`config.mk`:
```
export PLATFORM = sky130hd
export DESIGN_NAME = ts_switch_sequencer
export DESIGN_NICKNAME = d
export VERILOG_FILES = /design/src/rtl/ts_qos_pkg.sv /design/src/rtl/ts_switch_sequencer.sv
export SDC_FILE = /design/constraint.sdc
export NUM_CORES = 1
export LEC_CHECK = 0
export BUFFER_PORTS_ARGS = -buffer_cell sky130_fd_sc_hd__buf_2
export CORE_UTILIZATION = 50
export CTS_BUF_LIST = sky130_fd_sc_hd__clkbuf_4 sky130_fd_sc_hd__clkbuf_8
export DETAILED_ROUTE_END_ITERATION = 10
export GPL_TIMING_DRIVEN = 0
export HOLD_SLACK_MARGIN = 0.05
export PLACE_DENSITY = 0.78
export SLEW_MARGIN = 10
export SYNTH_ARGS = -nofsm -noshare
export SYNTH_HDL_FRONTEND = slang
export SYNTH_SLANG_ARGS = --single-unit
export TNS_END_PERCENT = 10
```
`constraint.sdc`:
```
create_clock -name clk -period 3.46 [get_ports clk]
set_clock_uncertainty 0.15 [all_clocks]
set_input_delay 0 -clock clk [delete_from_list [all_inputs] [get_ports clk]]
set_output_delay 0 -clock clk [all_outputs]
set_load 0.005 [all_outputs]
```
`src/rtl/ts_qos_pkg.sv`:
```
// rtl/ts_qos_pkg.sv - shared types and constants for the TS QoS channel-switch path
//
// Contents:
//   CH_W, NUM_CH  - channel index width and channel count of the TS mux
//   TS_SYNC_BYTE  - MPEG2-TS sync byte that marks each packet start
//   sw_state_t    - ts_switch_sequencer state encoding
package ts_qos_pkg;

  localparam int         CH_W         = 2;
  localparam int         NUM_CH       = 4;
  localparam logic [7:0] TS_SYNC_BYTE = 8'h47;

  typedef enum logic [1:0] {
    ST_IDLE  = 2'd0,
    ST_DRAIN = 2'd1,
    ST_GAP   = 2'd2,
    ST_DWELL = 2'd3
  } sw_state_t;

endpackage

```
`src/rtl/ts_switch_sequencer.sv`:
```
// rtl/ts_switch_sequencer.sv - hitless packet-aligned channel switch sequencer for the 4:1 TS mux
//
// Ports:
//   clk, rst        - system clock, synchronous active-high reset
//   sel_req         - channel requested by main_control
//   sync            - per-channel sync lock
//   pkt_start       - per-channel strobe on each packet's sync byte
//   hold_cycles     - minimum dwell after a commit, sampled on DWELL entry
//   mux_sel         - committed channel select to the datapath mux
//   mute            - output suppress while between old and new packets
//   busy            - sequence in progress (not IDLE)
//   switch_done     - pulse on commit of a new mux_sel
//   switch_forced   - pulse with switch_done when the commit came from a timeout
//   switch_abort    - pulse when a sequence ends without a commit
//   switch_count    - saturating number of commits
module ts_switch_sequencer
  import ts_qos_pkg::*;
#(
  parameter int TIMEOUT = 400,
  parameter int TMO_W   = 16,
  parameter int CNT_W   = 16
) (
  input  logic              clk,
  input  logic              rst,
  input  logic [CH_W-1:0]   sel_req,
  input  logic [NUM_CH-1:0] sync,
  input  logic [NUM_CH-1:0] pkt_start,
  input  logic [19:0]       hold_cycles,
  output logic [CH_W-1:0]   mux_sel,
  output logic              mute,
  output logic              busy,
  output logic              switch_done,
  output logic              switch_forced,
  output logic              switch_abort,
  output logic [CNT_W-1:0]  switch_count
);

  localparam logic [TMO_W-1:0] TMO_MAX = TMO_W'(TIMEOUT);

  sw_state_t        state_q, state_d;
  logic [CH_W-1:0]  tgt_q, tgt_d;
  logic [CH_W-1:0]  cur_d;
  logic [TMO_W-1:0] tmo_q, tmo_d;
  logic [19:0]      dwell_q, dwell_d;
  logic [CNT_W-1:0] count_d;
  logic             mute_d, done_d, forced_d, abort_d;

  logic             tmo_hit;
  logic [TMO_W-1:0] tmo_inc;
  logic [CNT_W-1:0] count_inc;

  assign tmo_hit   = (tmo_q == TMO_MAX);
  assign tmo_inc   = tmo_hit ? tmo_q : tmo_q + TMO_W'(1);
  assign count_inc = (&switch_count) ? switch_count : switch_count + CNT_W'(1);

  always_comb begin
    state_d  = state_q;
    tgt_d    = tgt_q;
    cur_d    = mux_sel;
    tmo_d    = tmo_q;
    dwell_d  = dwell_q;
    count_d  = switch_count;
    mute_d   = mute;
    done_d   = 1'b0;
    forced_d = 1'b0;
    abort_d  = 1'b0;

    case (state_q)
      ST_IDLE: begin
        mute_d = 1'b0;
        // Requests toward an unlocked channel are simply not acted on.
        if ((sel_req != mux_sel) && sync[sel_req]) begin
          state_d = ST_DRAIN;
          tgt_d   = sel_req;
          tmo_d   = '0;
        end
      end

      ST_DRAIN: begin
        if (!sync[tgt_q]) begin
          state_d = ST_IDLE;
          abort_d = 1'b1;
        end else if (sel_req == mux_sel) begin
          state_d = ST_IDLE;
          abort_d = 1'b1;
        end else if (pkt_start[mux_sel]) begin
          // Old packet ended; mute until the target's next packet start,
          // even if the target strobed in this same cycle.
          state_d = ST_GAP;
          mute_d  = 1'b1;
          tmo_d   = '0;
        end else if ((sel_req != tgt_q) && sync[sel_req]) begin
          // Retarget keeps the running timeout so flapping cannot extend it.
          tgt_d = sel_req;
          tmo_d = tmo_inc;
        end else if (tmo_hit) begin
          state_d = ST_GAP;
          mute_d  = 1'b1;
          tmo_d   = '0;
        end else begin
          tmo_d = tmo_inc;
        end
      end

      ST_GAP: begin
        if (!sync[tgt_q]) begin
          state_d = ST_IDLE;
          mute_d  = 1'b0;
          abort_d = 1'b1;
        end else if (pkt_start[tgt_q] || tmo_hit) begin
          state_d  = ST_DWELL;
          cur_d    = tgt_q;
          mute_d   = 1'b0;
          done_d   = 1'b1;
          forced_d = !pkt_start[tgt_q];
          count_d  = count_inc;
          dwell_d  = hold_cycles;
        end else begin
          tmo_d = tmo_inc;
        end
      end

      ST_DWELL: begin
        if (dwell_q == 20'd0) begin
          state_d = ST_IDLE;
        end else begin
          dwell_d = dwell_q - 20'd1;
        end
      end

      default: state_d = ST_IDLE;
    endcase
  end

  always_ff @(posedge clk) begin
    if (rst) begin
      state_q       <= ST_IDLE;
      tgt_q         <= '0;
      tmo_q         <= '0;
      dwell_q       <= '0;
      mux_sel       <= '0;
      mute          <= 1'b0;
      busy          <= 1'b0;
      switch_done   <= 1'b0;
      switch_forced <= 1'b0;
      switch_abort  <= 1'b0;
      switch_count  <= '0;
    end else begin
      state_q       <= state_d;
      tgt_q         <= tgt_d;
      tmo_q         <= tmo_d;
      dwell_q       <= dwell_d;
      mux_sel       <= cur_d;
      mute          <= mute_d;
      busy          <= (state_d != ST_IDLE);
      switch_done   <= done_d;
      switch_forced <= forced_d;
      switch_abort  <= abort_d;
      switch_count  <= count_d;
    end
  end

endmodule

```
==> impl_metrics.xml <==
<?xml version="1.0" encoding="UTF-8"?>
<metrics>
  <group name="timing">
    <metric name="totalNegativeSetupSlack" unit="ns">0</metric>
    <metric name="maxSlewViolCount" unit="">0</metric>
    <metric name="fmax" unit="MHz">320.5</metric>
    <metric name="finalSetupViolCount" unit="">0</metric>
    <metric name="timing.final.ws_setup" unit="ns">0.3402</metric>
    <metric name="worstMarginPinSlew" unit="ns">1.032</metric>
    <metric name="grt_setup_unrepaired" unit="">false</metric>
    <metric name="post-route-period-util" unit="%">90.17</metric>
    <metric name="maxSlewHeadroom" unit="%">30.72</metric>
    <metric name="finalWorstPathRequiredPeriod" unit="ns">3.120</metric>
    <metric name="timing.final.hold_violations" unit="">0</metric>
  </group>
  <group name="clock_network">
    <metric name="tritoncts.num_buffers" unit="">9</metric>
    <metric name="clock_tree_from_tritoncts" unit="">built</metric>
    <metric name="cts_max_level" unit="">3</metric>
    <metric name="clock_tree.root_cell" unit="">clkbuf_8</metric>
    <metric name="cts-resized-gates" unit="">0</metric>
    <metric name="clkLatencyLatePin" unit="ns">0.35</metric>
    <metric name="clkSinkCount" unit="">63</metric>
    <metric name="path_clk_slew" unit="ns">0.07</metric>
    <metric name="cts-root-to-sink-buffers" unit="">2</metric>
  </group>
  <group name="synthesis">
    <metric name="ys_seq_area_share" unit="%">32.25</metric>
    <metric name="synth_fp_nets" unit="">529</metric>
    <metric name="netlist-cell-type-count" unit="">60</metric>
    <metric name="ys_dominant_reg_cell" unit="">dfxtp_1</metric>
    <metric name="synth.area.mux_share" unit="%">4.255</metric>
    <metric name="main_combinational_cell_family_by_area_after_synthesis" unit="">compound AO/OA/AOI/OAI gates</metric>
    <metric name="synth.ff_latch_count" unit="">63</metric>
    <metric name="postSynthCellCount" unit="">488</metric>
    <metric name="synth-xor-area-share" unit="%">1.344</metric>
    <metric name="synth_enable_flop_cells" unit="">0</metric>
    <metric name="synth-adder-area-share" unit="%">2.879</metric>
    <metric name="avgSynthCellArea" unit="um^2">8.015</metric>
    <metric name="post_synth_instance_area" unit="um^2">3911</metric>
    <metric name="synth-async-reset-ratio" unit="%">0</metric>
    <metric name="yosys_warnings" unit="">0</metric>
    <metric name="complex_gate_fraction_of_the_synthesized_area" unit="%">28.18</metric>
    <metric name="simple_gate_area_share_of_the_yosys_netlist" unit="%">25.27</metric>
  </group>
  <group name="route">
    <metric name="route.detailed.drc" unit="">0</metric>
    <metric name="avgRoutedWirePerCell" unit="um">17.33</metric>
    <metric name="post_drt_via_cell_ratio" unit="">6.436</metric>
    <metric name="antenna_left" unit="">0</metric>
    <metric name="drtPass1Iterations" unit="">5</metric>
    <metric name="dr_total_vias" unit="">4383</metric>
    <metric name="drt_wl_total" unit="um">11800</metric>
    <metric name="dr.first_iter.drc_count" unit="">366</metric>
  </group>
  <group name="global_route">
    <metric name="track_usage" unit="%">29.32</metric>
    <metric name="overflow" unit="">0</metric>
    <metric name="grt_max_degree" unit="">11</metric>
    <metric name="grt_pass1_vias" unit="">4160</metric>
    <metric name="grt_antenna_before_repair" unit="">0</metric>
    <metric name="first_pass_grt_wire_length" unit="um">19400</metric>
  </group>
  <group name="job">
    <metric name="max-cap-violations" unit="">0</metric>
  </group>
  <group name="worst_setup_path">
    <metric name="startpoint_type" unit="">flip-flop</metric>
    <metric name="critPathRequiredTime" unit="ns">3.55</metric>
    <metric name="cp_num_buf_inv" unit="">2</metric>
    <metric name="cp_slowest_cell" unit="">o21ai_0</metric>
    <metric name="gate_family_responsible_for_the_most_delay_along_the_worst_path" unit="">compound AO/OA/AOI/OAI gates</metric>
    <metric name="worst_endpoint_data_arrival_time" unit="ns">3.21</metric>
    <metric name="critPathCaptureType" unit="">flip-flop</metric>
    <metric name="cpPeakStageDelay" unit="ns">0.67</metric>
    <metric name="path_cells" unit="">inv_1 -&gt; ha_1 -&gt; nor3b_1 -&gt; a41oi_1 -&gt; o21ai_0 -&gt; clkbuf_1 -&gt; nand3_1 -&gt; a32o_1</metric>
    <metric name="critical_path_class" unit="">reg2reg</metric>
    <metric name="crit_fanout" unit="">10</metric>
  </group>
  <group name="pwr">
    <metric name="sw_pwr" unit="uW">546.9</metric>
    <metric name="internal-power" unit="mW">1.185</metric>
    <metric name="p_sw_share" unit="%">31.58</metric>
    <metric name="power_density" unit="nW/um^2">366.3</metric>
    <metric name="power.static_leakage" unit="nW">1.712</metric>
    <metric name="p_seq_share" unit="%">43.6</metric>
    <metric name="clkPwrFrac" unit="%">33.9</metric>
    <metric name="worst_ir_drop_vdd" unit="mV">0.3345</metric>
    <metric name="combPwrFrac" unit="%">22.5</metric>
  </group>
  <group name="floorplan">
    <metric name="floorplan.die.width" unit="um">90.45</metric>
    <metric name="starting_utilization_of_the_core_area" unit="%">52.80</metric>
    <metric name="core_area" unit="um^2">7408</metric>
    <metric name="row_count" unit="">31</metric>
    <metric name="design.die.area" unit="um^2">8180</metric>
    <metric name="io-pin-count" unit="">55</metric>
    <metric name="floorplan.die.height" unit="um">90.45</metric>
  </group>
  <group name="final_layout">
    <metric name="layoutNonFillerInstCount" unit="">681</metric>
    <metric name="layout.filler_cells" unit="">635</metric>
    <metric name="finish.net_count" unit="">619</metric>
    <metric name="diodes" unit="">0</metric>
    <metric name="final_layout_size_suffix_gt1_share" unit="%">14.09</metric>
    <metric name="layout_area_growth_over_synthesis" unit="%">20.89</metric>
    <metric name="multi_input_area" unit="um^2">2422</metric>
    <metric name="final_cell_mix" unit="">dfxtp_1 (63), buf_2 (56), nand2_1 (44), a21oi_1 (32), clkbuf_1 (28)</metric>
    <metric name="layout_commonest_cell" unit="">dfxtp_1</metric>
    <metric name="fin_util" unit="%">63.82</metric>
    <metric name="sequential_cell_area" unit="um^2">1261</metric>
  </group>
  <group name="placement">
    <metric name="port-buffer-count" unit="">54</metric>
    <metric name="dp.cells" unit="">641</metric>
    <metric name="pre_cts_slack" unit="ns">0.4039</metric>
    <metric name="place_congestion" unit="">0.8809</metric>
    <metric name="detailedPlacementHpwl" unit="um">8166</metric>
  </group>
  <group name="worst_hold_path">
    <metric name="worstHoldPathType" unit="">in2reg</metric>
  </group>
  <group name="run_status">
    <metric name="run_status" unit="">finished, final reports clean</metric>
  </group>
</metrics>
## worst register-to-register path, stage by stage (launching register included)
cell	delay, ns
dfxtp_1	0.35
inv_1	0.12
ha_1	0.15
nor3b_1	0.36
a41oi_1	0.40
o21ai_0	0.67
clkbuf_1	0.41
nand3_1	0.13
a32o_1	0.29
## timing repair
item | in CTS | in global routing
hold endpoints to repair | 27 | 0
hold buffers | 25 | 0
buffers inserted | 0 | 0
## power by group through the flow
| stage | combinational [mW] | clock (mW) | sequential, mW |
|---|---|---|---|
| after floorplan | 0.248 | 0 | 0.769 |
| after global placement | 0.338 | 0 | 0.771 |
| after detailed placement | 0.350 | 0 | 0.772 |
| after CTS | 0.376 | 0.597 | 0.755 |
| after global routing | 0.418 | 0.625 | 0.757 |
| final | 0.389 | 0.588 | 0.755 |
## path summary, 6_finish.rpt
path	start	slack, ns	end	depth (start not counted)
max	tmo_q[0]	0.34	dwell_q[6]	8
min	pkt_start[3]	0.26	state_q[1]	6
max reg2reg	tmo_q[0]	0.34	dwell_q[6]	8
min reg2reg	dwell_q[14]	0.32	dwell_q[14]	2
## cell usage after synthesis, types with 4 or more instances
master    instances  area [um^2]
o22ai_1           5        31.28
and4_1            5        43.79
a21oi_1          32        160.2
a311oi_1          4        35.03
clkbuf_1         28        105.1
dfxtp_1          63         1261
or3_1             7        43.79
a31oi_1          10        62.56
and3_1           10        62.56
nor2_1           25        93.84
a32o_1            5        50.05
inv_1            26        97.59
o21ai_0          16        80.08
nor2b_1           4        25.02
xor2_1            5        43.79
or4_1            12        90.09
nand3_1          24        120.1
o31ai_1          20        150.1
and2_1            4        25.02
nand4_1          14        87.58
a211oi_1         17        127.6
nand2_1          44        165.2
ha_1              9        112.6
o311ai_0          7        61.31
nor3_1           17        85.08
o32ai_1          13        113.9
mux2i_1           5        50.05
## cell type report
class                   count  share of cell area [%]
repair buffers             79                   11.01
multi-input cells         367                   51.23
plain buffers              32                   2.752
inverters                  26                   2.064
flip-flops and latches     63                   26.67
clock buffers              12                   3.228
clock inverters             3                  0.4234
well taps                  99                   2.620
## cell families (layout without fill, tap and decap cells)
| group | Yosys count | count (layout) |
|---|---|---|
| buffers and inverters | 58 | 152 |
| DFF | 63 | 63 |
| and+or+nand+nor | 185 | 185 |
| adders and majority gates | 9 | 9 |
| xor gates and xnor gates | 6 | 6 |
| AOI/OAI and AO/OA | 156 | 156 |
| muxes | 11 | 11 |
## layer usage
metal | part of all wire, % | track usage (%) | wire (um) | up-vias
met5 | 0 | 0 | 0 | -
li1 | - | - | - | 2080
met3 | 7.5 | 6.987 | 890 | 36
met1 | 42 | 37.06 | 5008 | 2057
met2 | 47 | 46.95 | 5571 | 210
met4 | 2.8 | 13.98 | 333 | 0
## through the flow
| stage | instance area, um^2 | hold slack (ns) | total power, mW |
|---|---|---|---|
| after global placement | 4305 | 0.1512 | 1.110 |
| final | 4728 | 0.2625 | 1.732 |
| after global routing | 4728 | 0.3257 | 1.800 |
| after detailed placement | 4305 | 0.1678 | 1.122 |
| after floorplan | 3911 | -0.007875 | 1.017 |
| after CTS | 4728 | 0.2183 | 1.729 |
## sequential cells by signal, summed over array words and instances (netlist names)
signal,count
switch_done,1
switch_forced,1
mute,1
mux_sel,2
state_q,2
tmo_q,16
tgt_q,2
switch_count,16
dwell_q,20
switch_abort,1
busy,1
Note: power is estimated with default switching activity, not from simulation.
